## src/rtl/hazard_scoreboard.sv

```systemverilog
// In-flight destination scoreboard with operand forwarding and
// load-use hazard detection for an in-order issue stage.
module hazard_scoreboard #(
  parameter int DATA_WIDTH    = 32,
  parameter int REGADDR_WIDTH = 5,
  parameter int DEPTH         = 3,
  parameter int CNT_WIDTH     = 16,
  localparam int SW = (DEPTH > 1) ? $clog2(DEPTH) : 1
) (
  input  logic                     clk,
  input  logic                     rst,
  input  logic                     issue_valid,
  input  logic [REGADDR_WIDTH-1:0] issue_src1,
  input  logic [REGADDR_WIDTH-1:0] issue_src2,
  input  logic [REGADDR_WIDTH-1:0] issue_dst,
  input  logic                     issue_kill,
  input  logic                     ext_stall,
  input  logic                     res_valid,
  input  logic [SW-1:0]            res_slot,
  input  logic [DATA_WIDTH-1:0]    res_data,
  output logic                     src1_hit,
  output logic                     src2_hit,
  output logic [DATA_WIDTH-1:0]    src1_data,
  output logic [DATA_WIDTH-1:0]    src2_data,
  output logic                     hazard_stall,
  output logic                     issue_accept,
  output logic [CNT_WIDTH-1:0]     hazard_cnt
);

  localparam int LW = DATA_WIDTH + 2;

  logic [DEPTH-1:0]                    vld_q, vld_d;
  logic [DEPTH-1:0]                    rdy_q, rdy_d;
  logic [DEPTH-1:0][REGADDR_WIDTH-1:0] dst_q, dst_d;
  logic [DEPTH-1:0][DATA_WIDTH-1:0]    data_q, data_d;
  logic [CNT_WIDTH-1:0]                cnt_q, cnt_d;

  logic [DEPTH-1:0]                    rdy_c;
  logic [DEPTH-1:0][DATA_WIDTH-1:0]    data_c;

  logic          res_ok;
  logic [LW-1:0] lk1, lk2;
  logic          haz1, haz2;
  logic          push;

  assign res_ok = res_valid && (32'(res_slot) < 32'(DEPTH));

  // Returns {hit, hazard, data}; the youngest match wins, so a scan
  // from oldest to youngest lets later assignments override.
  function automatic logic [LW-1:0] lookup(
    input logic [REGADDR_WIDTH-1:0] src
  );
    logic                  found;
    logic                  rdy;
    logic                  byp;
    logic [DATA_WIDTH-1:0] dat;
    logic                  hit;
    found = 1'b0;
    rdy   = 1'b0;
    byp   = 1'b0;
    dat   = '0;
    for (int i = DEPTH - 1; i >= 0; i--) begin
      if (vld_q[i] && dst_q[i] == src && src != '0) begin
        found = 1'b1;
        rdy   = rdy_q[i];
        dat   = data_q[i];
        byp   = res_ok && (res_slot == SW'(i));
      end
    end
    hit = found && (rdy || byp);
    if (!hit)
      dat = '0;
    else if (!rdy)
      dat = res_data;
    return {hit, found && !rdy && !byp, dat};
  endfunction

  always_comb begin
    lk1 = lookup(issue_src1);
    lk2 = lookup(issue_src2);
  end

  assign src1_hit  = lk1[LW-1];
  assign haz1      = lk1[LW-2];
  assign src1_data = lk1[DATA_WIDTH-1:0];
  assign src2_hit  = lk2[LW-1];
  assign haz2      = lk2[LW-2];
  assign src2_data = lk2[DATA_WIDTH-1:0];

  assign hazard_stall = issue_valid && !issue_kill && (haz1 || haz2);
  assign issue_accept = issue_valid && !hazard_stall && !ext_stall;
  assign push = issue_accept && !issue_kill && (issue_dst != '0);
  assign hazard_cnt = cnt_q;

  always_comb begin
    rdy_c  = rdy_q;
    data_c = data_q;
    for (int i = 0; i < DEPTH; i++) begin
      if (res_ok && res_slot == SW'(i) && vld_q[i]) begin
        rdy_c[i]  = 1'b1;
        data_c[i] = res_data;
      end
    end
  end

  always_comb begin
    vld_d  = vld_q;
    rdy_d  = rdy_c;
    dst_d  = dst_q;
    data_d = data_c;
    cnt_d  = cnt_q;
    if (!ext_stall) begin
      for (int i = 1; i < DEPTH; i++) begin
        vld_d[i]  = vld_q[i-1];
        rdy_d[i]  = rdy_c[i-1];
        dst_d[i]  = dst_q[i-1];
        data_d[i] = data_c[i-1];
      end
      vld_d[0]  = push;
      rdy_d[0]  = 1'b0;
      dst_d[0]  = push ? issue_dst : '0;
      data_d[0] = '0;
      if (hazard_stall)
        cnt_d = cnt_q + 1'b1;
    end
  end

  always_ff @(posedge clk or posedge rst) begin
    if (rst) begin
      vld_q  <= '0;
      rdy_q  <= '0;
      dst_q  <= '0;
      data_q <= '0;
      cnt_q  <= '0;
    end else begin
      vld_q  <= vld_d;
      rdy_q  <= rdy_d;
      dst_q  <= dst_d;
      data_q <= data_d;
      cnt_q  <= cnt_d;
    end
  end

endmodule

```

## config.mk

```make
export PLATFORM = sky130hd
export DESIGN_NAME = hazard_scoreboard
export DESIGN_NICKNAME = d
export VERILOG_FILES = /design/src/rtl/hazard_scoreboard.sv
export SDC_FILE = /design/constraint.sdc
export NUM_CORES = 1
export LEC_CHECK = 0
export CAP_MARGIN = 20
export CELL_PAD_IN_SITES_DETAIL_PLACEMENT = 0
export CELL_PAD_IN_SITES_GLOBAL_PLACEMENT = 1
export CORE_ASPECT_RATIO = 0.75
export CORE_MARGIN = 3
export CORE_UTILIZATION = 43
export CTS_CLUSTER_DIAMETER = 40
export CTS_CLUSTER_SIZE = 14
export DETAILED_ROUTE_END_ITERATION = 6
export HOLD_SLACK_MARGIN = 0.06
export PLACE_DENSITY = 0.89
export SETUP_SLACK_MARGIN = 0.2
export SYNTH_ARGS = -nofsm -noshare
export SYNTH_HDL_FRONTEND = slang
export SYNTH_SLANG_ARGS = --single-unit
```

## constraint.sdc

```tcl
create_clock -name clk -period 13.2 [get_ports clk]
set_input_delay 1.98 -clock clk [delete_from_list [all_inputs] [get_ports clk]]
set_output_delay 1.98 -clock clk [all_outputs]
set_load 0.03 [all_outputs]
```

## Yosys cells after proc, flatten, opt, wreduce, memory -nomap -nowiden

Cells that the tools add are included.

| cells by class | value |
|---|---|
| add/subtract/negate cells | 1 |
| $lt $le $gt $ge | 1 |
| eq/ne operators | 9 |
| muxes and demuxes | 37 |
| bitwise operators | 1 |
| reduce and logical (&&, ||, !) cells | 46 |

Operator list:

| kind | count |
|---|---|
| two-way mux 32 bit | 13 |
| two-way mux 96 bit | 1 |
| logical AND 1 bit | 31 |
| equality test 5 bit | 6 |
| two-way mux 1 bit | 21 |
| adder 16 x 1 -> 16 bit (second input constant) | 1 |
| nonzero test 5 bit | 3 |
| logical NOT 1 bit | 7 |
| two-way mux 5 bit | 1 |
| logical OR 1 bit | 3 |
| two-way mux 3 bit | 1 |
| equality test 2 x 1 -> 1 bit (second input constant) | 1 |
| equality test 2 bit (second input constant) | 1 |
| logical NOT 2 bit | 1 |
| less-than comparator 2 bit (second input constant) | 1 |
| inequality test 2 x 1 -> 1 bit (second input constant) | 1 |
| AND reduction 2 bit | 1 |
| NOT 1 bit | 1 |

| storage, ports and cells | value |
|---|---|
| register bits | 133 |
| input bits | 55 |
| output and inout bits | 84 |

## Logic depth before layout (Yosys ltp)

Gate-level depths: netlist (run 1).

| logic depth | value |
|---|---|
| depth in word-level cells | 17 |
| gate-level depth with buffers | 12 |
| depth with buffers taken out | 8 |

## Worst setup path after synthesis (run 1)

OpenSTA, ideal clock, no wires.

| timing | value |
|---|---|
| kind | input port to output port |
| start point | input port issue_src2[1] |
| end point | output port src2_data[0] |
| data arrival time | 4.449 ns |
| path slack | 6.771 ns |
| stages | 9 |
| path buffers | 3 |
| cells stage by stage | or4_1 -> nor2_2 -> or3_1 -> buf_2 -> nor2_1 -> or2_2 -> clkbuf_1 -> clkbuf_1 -> o21ai_0 |

| between the ends | value |
|---|---|
| longest elaborated chain between the ends | 9 |
| elaborated cells on any way between the ends | 26 |

Ends and longest elaborated chain:

| what | line | source |
|---|---|---|
| start: declaration | 14 | `input logic [REGADDR_WIDTH-1:0] issue_src2,` |
| equality test 5 bit | 63 | `if (vld_q[i] && dst_q[i] == src && src != '0) begin` |
| logical AND 1 bit (2 in series) | 63 |  |
| two-way mux 1 bit (3 in series) | 63 |  |
| logical OR 1 bit | 70 | `hit = found && (rdy \|\| byp);` |
| logical AND 1 bit | 70 |  |
| two-way mux 32 bit * | 71 | `if (!hit)` |
| end: declaration | 24 | `output logic [DATA_WIDTH-1:0] src2_data,` |

Mark *: on every way between the ends. The rest lies on a longest branch, timed or not.

## Final worst setup path (run 1)

| timing | value |
|---|---|
| start point | input port issue_src1[1] |
| end point | output port hazard_stall |

| between the ends | value |
|---|---|
| longest elaborated chain between the ends | 11 |
| elaborated cells on any way between the ends | 25 |

Ends and longest elaborated chain:

| what | line | source |
|---|---|---|
| start: declaration | 13 | `input logic [REGADDR_WIDTH-1:0] issue_src1,` |
| equality test 5 bit | 63 |  |
| logical AND 1 bit (2 in series) | 63 |  |
| two-way mux 1 bit (3 in series) | 63 |  |
| logical NOT 1 bit | 75 | `return {hit, found && !rdy && !byp, dat};` |
| logical AND 1 bit | 75 |  |
| logical AND 1 bit * | 75 |  |
| logical OR 1 bit * | 90 | `assign hazard_stall = issue_valid && !issue_kill && (haz1 \|\| haz2);` |
| logical AND 1 bit * | 90 |  |
| end: declaration | 25 | `output logic hazard_stall,` |

Marks and branches as above.

==> results.ini, run 1 <==
[critical_path]
path_delay_family=simple AND/OR/NAND/NOR gates
crit_arrival_ns=6.03
crit_required_ns=11.22
reg2reg_setup_slack_ns=9.79
cpPeakStageDelay_ns=0.78
rr_startpoint=dst_q[2]$_DFFE_PP0N_
path_buf_inv=3
path_cells=clkdlybuf4s50_1 -> or4_4 -> nor2_4 -> nor4_2 -> buf_4 -> and4b_1 -> o31a_1 -> o32ai_4 -> nor2b_1 -> and2_1 -> clkdlybuf4s50_1
critPathCaptureType=output pin
crit_cells=11
r2r_end=hazard_cnt[1]$_DFFE_PP0P_
crit_type=in2out
reg2regPathDepth=9
cp_common_cell=clkdlybuf4s50_1
start_kind=input port
critPathMaxFanout=38
cp_slowest_cell=o32ai_4

[global_routing]
grt_pass1_wl_um=42500
grt_pass1_vias=7601
antenna_found_initial=0
grt_max_degree=70
grt.overflow.total=0
grt_util_all_layers_pct=26.3

[die]
rows=42
chipWidth_um=164
core-area_um2=18000
dieArea_um2=20300
start_util_pct=44.6
die_h_um=124
io_pins=139

[synthesis]
synth_nets=1000
ys_types=52
synth_top_area_cell=dfrtp_1
synth_top_area_share_pct=41.5
synthFlopType=dfrtp_1
synth_seq_cells=133
synth_top_cells_by_area=dfrtp_1, a221o_1, o21ai_0
ys_top_cells_by_count=nor2_1, dfrtp_1, o21ai_0
synth_area_um2=8020
yosysMostFrequentCell=nor2_1
synth_cells=944
syn_avg_cell_area_um2=8.49
ys_warn_count=0
synth-async-reset-ratio_pct=100
ys_seq_area_share_pct=41.5
synth_edf_count=0

[worst_hold_path]
whs_endpoint=hazard_cnt[15]$_DFFE_PP0P_
hp-start=hazard_cnt[15]$_DFFE_PP0P_
min_path_cells=1
min_path_type=reg2reg

[power_and_ir_drop]
netSwitchingPower_mw=0.299
ir_drop_uv=97.9
p_per_area_nw_per_um2=107
comb_power_share_pct=12.6
netSwitchingFraction_pct=27.3
sequentialPowerShare_pct=43.0
pwr-share-clk_pct=44.4
power.internal_mw=0.794
finalPower_mw=1.09
leakage_nw=3.96

[cts]
clk_latency_ns=0.43
cts_repair_resize_count=0
cts_max_level=4
cts.reportedPaths.clkPinSlew_ns=0.06
clockRootBuffer=clkbuf_16
post_cts_buffers=0
cts_sinks=133
clockBufferDepth=2
cts_tree=built
postCtsHoldBufs=0
cts_made_buffers=17

[placed_design]
port_buffers=138
pre_cts_slack_ns=5.20
place_area_um2=9570
gp_congestion=0.905
dp_hpwl_um=16100

[routing]
ant_nets=0
wirelength_um=26600
dr.pass1.iters=5
routedWlPerCell_um=20.6
viasPerCell=6.13
drc=0
vias=7921
first_iter_violations=859

[finish]
fin_nets=1094
multi_input_area_um2=4380
num-fill-cells=1622
fin_util_pct=56.8
synthToLayoutAreaGrowth_pct=27.3
num_antenna_cells=0
drive_gt1_share_pct=8.94
final_cell_area_um2=10200
seq_area_um2=3330

[timing]
fmax_mhz=125
worst_pin_slew_ns=0.999
hold_viol=0
tns_ns=0
drv_slew=0
setup_violations=0
setup_ws_ns=5.19
skew_ns=0.00720
post-route-period-util_pct=60.7
slew_headroom_pct=33.1
fin_crit_ns=8.01
rsz0062_at_grt=no

[flow_run]
max-cap-violations=0

[run_status]
outcome=completed

cells by family (layout without fill, tap and decap cells):
group	Yosys count	count (layout)	synth area share, %
multiplexers	18	18	2.45
adder cells (fa/ha/maj)	1	1	0.156
flip-flops	133	133	41.5
AO/OA/AOI/OAI	302	302	25.7
AND/OR/NAND/NOR	358	358	21.0
XOR/XNOR	45	45	4.92
buffers and inverters	87	194	4.29
registers in the layout (all words and copies together) (netlist names):
| signal | flops |
|---|---|
| vld_q | 3 |
| hazard_cnt | 16 |
| dst_q | 15 |
| data_q | 96 |
| rdy_q | 3 |
layout by cell type, fill, tap and decap left out, types with 17 or more instances in the layout:
master,count
o21ai_0,125
o22ai_1,62
clkbuf_16,17
clkdlybuf4s50_1,137
xnor2_1,43
a21boi_0,31
nor2_1,134
dfrtp_1,133
nand3_1,73
a221o_1,64
nand2_1,74
buf_4,20
layer usage:
metal	vias up	routed length (um)	track usage [%]
met1	3852	12000	38.6
met3	34	2580	6.40
met2	379	11600	38.7
met5	-	0	0
li1	3656	-	-
met4	0	356	7.06
worst max path at each step:
stage             startpoint            to
6_report       issue_src1[1]  hazard_stall
5_1_grt        issue_src1[1]  hazard_stall
4_1_cts        issue_src1[1]  hazard_stall
3_5_place_dp   issue_src1[1]  hazard_stall
3_3_place_gp   issue_src1[1]  hazard_stall
2_1_floorplan  issue_src2[1]  src2_data[0]
through the flow:
step / hold WS (ns) / instances
floorplan: 0.510 / 944
global placement: 0.472 / 1259
detailed placement: 0.482 / 1260
CTS: 0.497 / 1292
global route: 0.512 / 1293
finish: 0.493 / 1293
cell type report:
| cell class | count | share of cell area, % |
|---|---|---|
| multi-input cells | 724 | 42.9 |
| flip-flops and latches | 133 | 32.6 |
| repair buffers | 160 | 15.5 |
| clock buffers | 17 | 4.17 |
| well taps | 242 | 2.97 |
| clock inverters | 15 | 1.78 |
| inverters | 2 | 0.0981 |
power groups by stage:
| stage | Combinational, mW | Clock, mW | Sequential (mW) |
|---|---|---|---|
| 2_1_floorplan | 0.0799 | 0 | 0.471 |
| 3_3_place_gp | 0.133 | 0 | 0.474 |
| 3_5_place_dp | 0.136 | 0 | 0.475 |
| 4_1_cts | 0.137 | 0.490 | 0.468 |
| 5_1_grt | 0.152 | 0.508 | 0.474 |
| 6_report | 0.138 | 0.485 | 0.469 |
(Power assumes the default switching activity.)
==> run 2, diff against run 1 <==
Settings changed: CORE_UTILIZATION 43 to 36, PLACE_DENSITY 0.89 to 0.8.
Clock period 13.2 ns to 6.65 ns, I/O delays scaled along.
==> run 2 against run 1 <==
  * Die area is 19% higher
  * Sequential cell count stayed put
  * Via count is 1.4% lower
  * Sequential power is 99% higher
  * Sequential share of layout area is 0.25 points lower
  * Core utilization is 9.0 points lower
  * Total power is 96% higher
  * Worst hold slack worse by 0.010 ns
  * Setup slack worse by 4.3 ns
  * Non-clock buffer count is 6 higher
  * Clock skew is 0.00072 ns lower
  * Clock-buffer cell count is 8 higher
  * Critical path type unchanged
  * Highest routed layer is now met5
==> results.ini, run 2 (synthesized netlist as in run 1, its figures left out) <==
[die]
chipWidth_um=178  ; was 164 um
die_h_um=135  ; was 124 um
core-area_um2=21500  ; was 18,000 um^2
io_pins=139  ; unchanged
rows=46  ; was 42
start_util_pct=37.2  ; was 44.6%
dieArea_um2=24100  ; was 20,300 um^2

[finish]
synthToLayoutAreaGrowth_pct=28.3  ; was 27.3%
drive_gt1_share_pct=9.46  ; was 8.94%
fin_nets=1100  ; was 1,094
mostFrequentLayoutCell=clkdlybuf4s50_1  ; unchanged
most-common-layout-cells=clkdlybuf4s50_1, nor2_1, dfrtp_1  ; unchanged
largest_reg_flops=96  ; unchanged
regMostFlops=data_q  ; unchanged
num_antenna_cells=0  ; unchanged
final_cells=1345  ; was 1,293

[routing]
routedWlPerCell_um=20.3  ; was 20.6 um
dr.pass1.iters=6  ; was 5
wirelength_um=27300  ; was 26,600 um
drc=0  ; unchanged
ant_nets=0  ; unchanged
viasPerCell=5.81  ; was 6.13
vias=7814  ; was 7,921
first_iter_violations=643  ; was 859

[run_status]
outcome=completed  ; unchanged

[critical_path]
crit_required_ns=5.65  ; was 11.22 ns
critPathCaptureType=output pin  ; unchanged
cp_slowest_cell=clkdlybuf4s50_1  ; was o32ai_4
reg2regPathDepth=10  ; was 9
path_buf_inv=4  ; was 3
critPathMaxFanout=36  ; was 38
rr_startpoint=dst_q[0]$_DFFE_PP0N_  ; was dst_q[2]$_DFFE_PP0N_
crit_type=in2out  ; unchanged
r2r_end=dst_q[2]$_DFFE_PP0N_  ; was hazard_cnt[1]$_DFFE_PP0P_
cpPeakStageDelay_ns=0.70  ; was 0.78 ns
start_kind=input port  ; unchanged
path_cells=clkdlybuf4s50_1 -> or4_1 -> nor2_2 -> or3_1 -> buf_4 -> nor2_1 -> or2_2 -> buf_4 -> o21ai_0 -> clkdlybuf4s50_1  ; was clkdlybuf4s50_1 -> or4_4 -> nor2_4 -> nor4_2 -> buf_4 -> and4b_1 -> o31a_1 -> o32ai_4 -> nor2b_1 -> and2_1 -> clkdlybuf4s50_1
reg2reg_setup_slack_ns=3.09  ; was 9.79 ns
path_delay_family=buffers and inverters  ; was simple AND/OR/NAND/NOR gates
crit_arrival_ns=4.74  ; was 6.03 ns

[timing]
rsz0062_at_grt=no  ; unchanged
fmax_mhz=174
post-route-period-util_pct=86.2
tns_ns=0  ; unchanged
setup_violations=0  ; unchanged
fin_crit_ns=5.73
drv_slew=0  ; unchanged
hold_viol=0  ; unchanged
worst_pin_slew_ns=1.12  ; was 0.999 ns
skew_ns=0.00648  ; was 0.00720 ns
slew_headroom_pct=24.9  ; was 33.1%

[power_and_ir_drop]
p_per_area_nw_per_um2=208  ; was 107 nW/um^2
netSwitchingPower_mw=0.565  ; was 0.299 mW
ir_drop_uv=155  ; was 97.9 uV
comb_power_share_pct=12.8  ; was 12.6%
leakage_nw=4.00  ; was 3.96 nW
pwr-share-clk_pct=43.7  ; was 44.4%
netSwitchingFraction_pct=26.4  ; was 27.3%
power.internal_mw=1.58  ; was 0.794 mW
sequentialPowerShare_pct=43.5  ; was 43.0%

[cts]
clockRootBuffer=clkbuf_16  ; unchanged
cts_sinks=133  ; unchanged
postCtsHoldBufs=0  ; unchanged
cts_made_buffers=17  ; unchanged
cts.reportedPaths.clkPinSlew_ns=0.06  ; about the same
cts_repair_resize_count=0  ; unchanged
post_cts_buffers=0  ; unchanged
clockBufferDepth=2  ; unchanged
clk_latency_ns=0.42  ; was 0.43 ns
cts_tree=built  ; unchanged
cts_max_level=4  ; unchanged

[placed_design]
gp_congestion=0.850  ; was 0.905
dp_hpwl_um=17300  ; was 16,100 um
port_buffers=138  ; unchanged
dpl.cell_count=1312  ; was 1,260

[worst_hold_path]
min_path_cells=1  ; unchanged
min_path_type=reg2reg  ; unchanged
hp-start=hazard_cnt[15]$_DFFE_PP0P_  ; unchanged
whs_endpoint=hazard_cnt[15]$_DFFE_PP0P_  ; unchanged

[global_routing]
grt_pass1_vias=7745  ; was 7,601
grt_pass1_wl_um=43200  ; was 42,500 um
grt_max_degree=80  ; was 70
grt_util_all_layers_pct=22.7  ; was 26.3%
antenna_found_initial=1  ; was 0
grt.overflow.total=0  ; unchanged

[flow_run]
max-cap-violations=0  ; unchanged

[run 2: changes by cell type in the layout (fill, tap and decap cells not counted), moves of 4 or more]
cell        before  now
buf_4           20   29
clkbuf_1         0    4
clkinvlp_4       5    1
clkbuf_8         0    4
[run 2: per-layer routing]
metal  GRT usage, %  part of all wire, %
met1           32.9                   47
met3           4.87                  7.8
met4           5.75                  1.0
met5              0                0.055
met2           34.7                   44
[run 2: power groups by stage]
stage	combinational, mW	clock [mW]	sequential, mW
after global routing	0.301	0.987	0.941
after global placement	0.268	0	0.941
after floorplan	0.159	0	0.934
after detailed placement	0.271	0	0.944
after CTS	0.273	0.951	0.930
final	0.275	0.937	0.932
[run 2: cell type report]
type / instances / area [um^2]
Clock buffer: 25 / 495
Clock inverter: 7 / 95.1
Fill cell: 2099 / 11200
Inverter: 2 / 10.0
Multi-Input combinational cell: 724 / 4390
Sequential cell: 133 / 3330
Tap cell: 288 / 360
Timing Repair Buffer: 166 / 1600
[run 2: how the worst max path moves through the flow]
stage	startpoint	endpoint	slack, ns	depth (start not counted)
4_1_cts	issue_src2[1]	src2_data[29]	0.90	10
6_report	issue_src2[1]	src2_data[29]	0.92	10
3_3_place_gp	issue_src2[1]	src2_data[31]	0.97	10
5_1_grt	issue_src2[1]	src2_data[22]	0.66	10
3_5_place_dp	issue_src2[1]	src2_data[18]	0.91	10
2_1_floorplan	rst	data_q[0]$_DFF_PP0_	2.10	1
[run 2: worst register-to-register path, cell delays in order (launching register included)]
cell and delay (ns):
dfrtp_1 0.44, xnor2_1 0.18, nand4_1 0.16, or3_1 0.39, buf_4 0.24, nor3_1 0.16
o31a_2 0.77, o32ai_4 0.24, buf_4 0.28, nor3_2 0.43, a22o_1 0.20
[run 2: metrics by stage]
step	hold WS (ns)	setup slack [ns]	util [%]	power [mW]	area, um^2
after floorplan	0.510	2.10	-	1.09	8020
after global placement	0.470	0.973	44.9	1.21	9670
after detailed placement	0.469	0.913	44.9	1.22	9670
after CTS	0.484	0.903	47.7	2.15	10300
after global routing	0.516	0.661	47.8	2.23	10300
final	0.482	0.917	47.8	2.14	10300
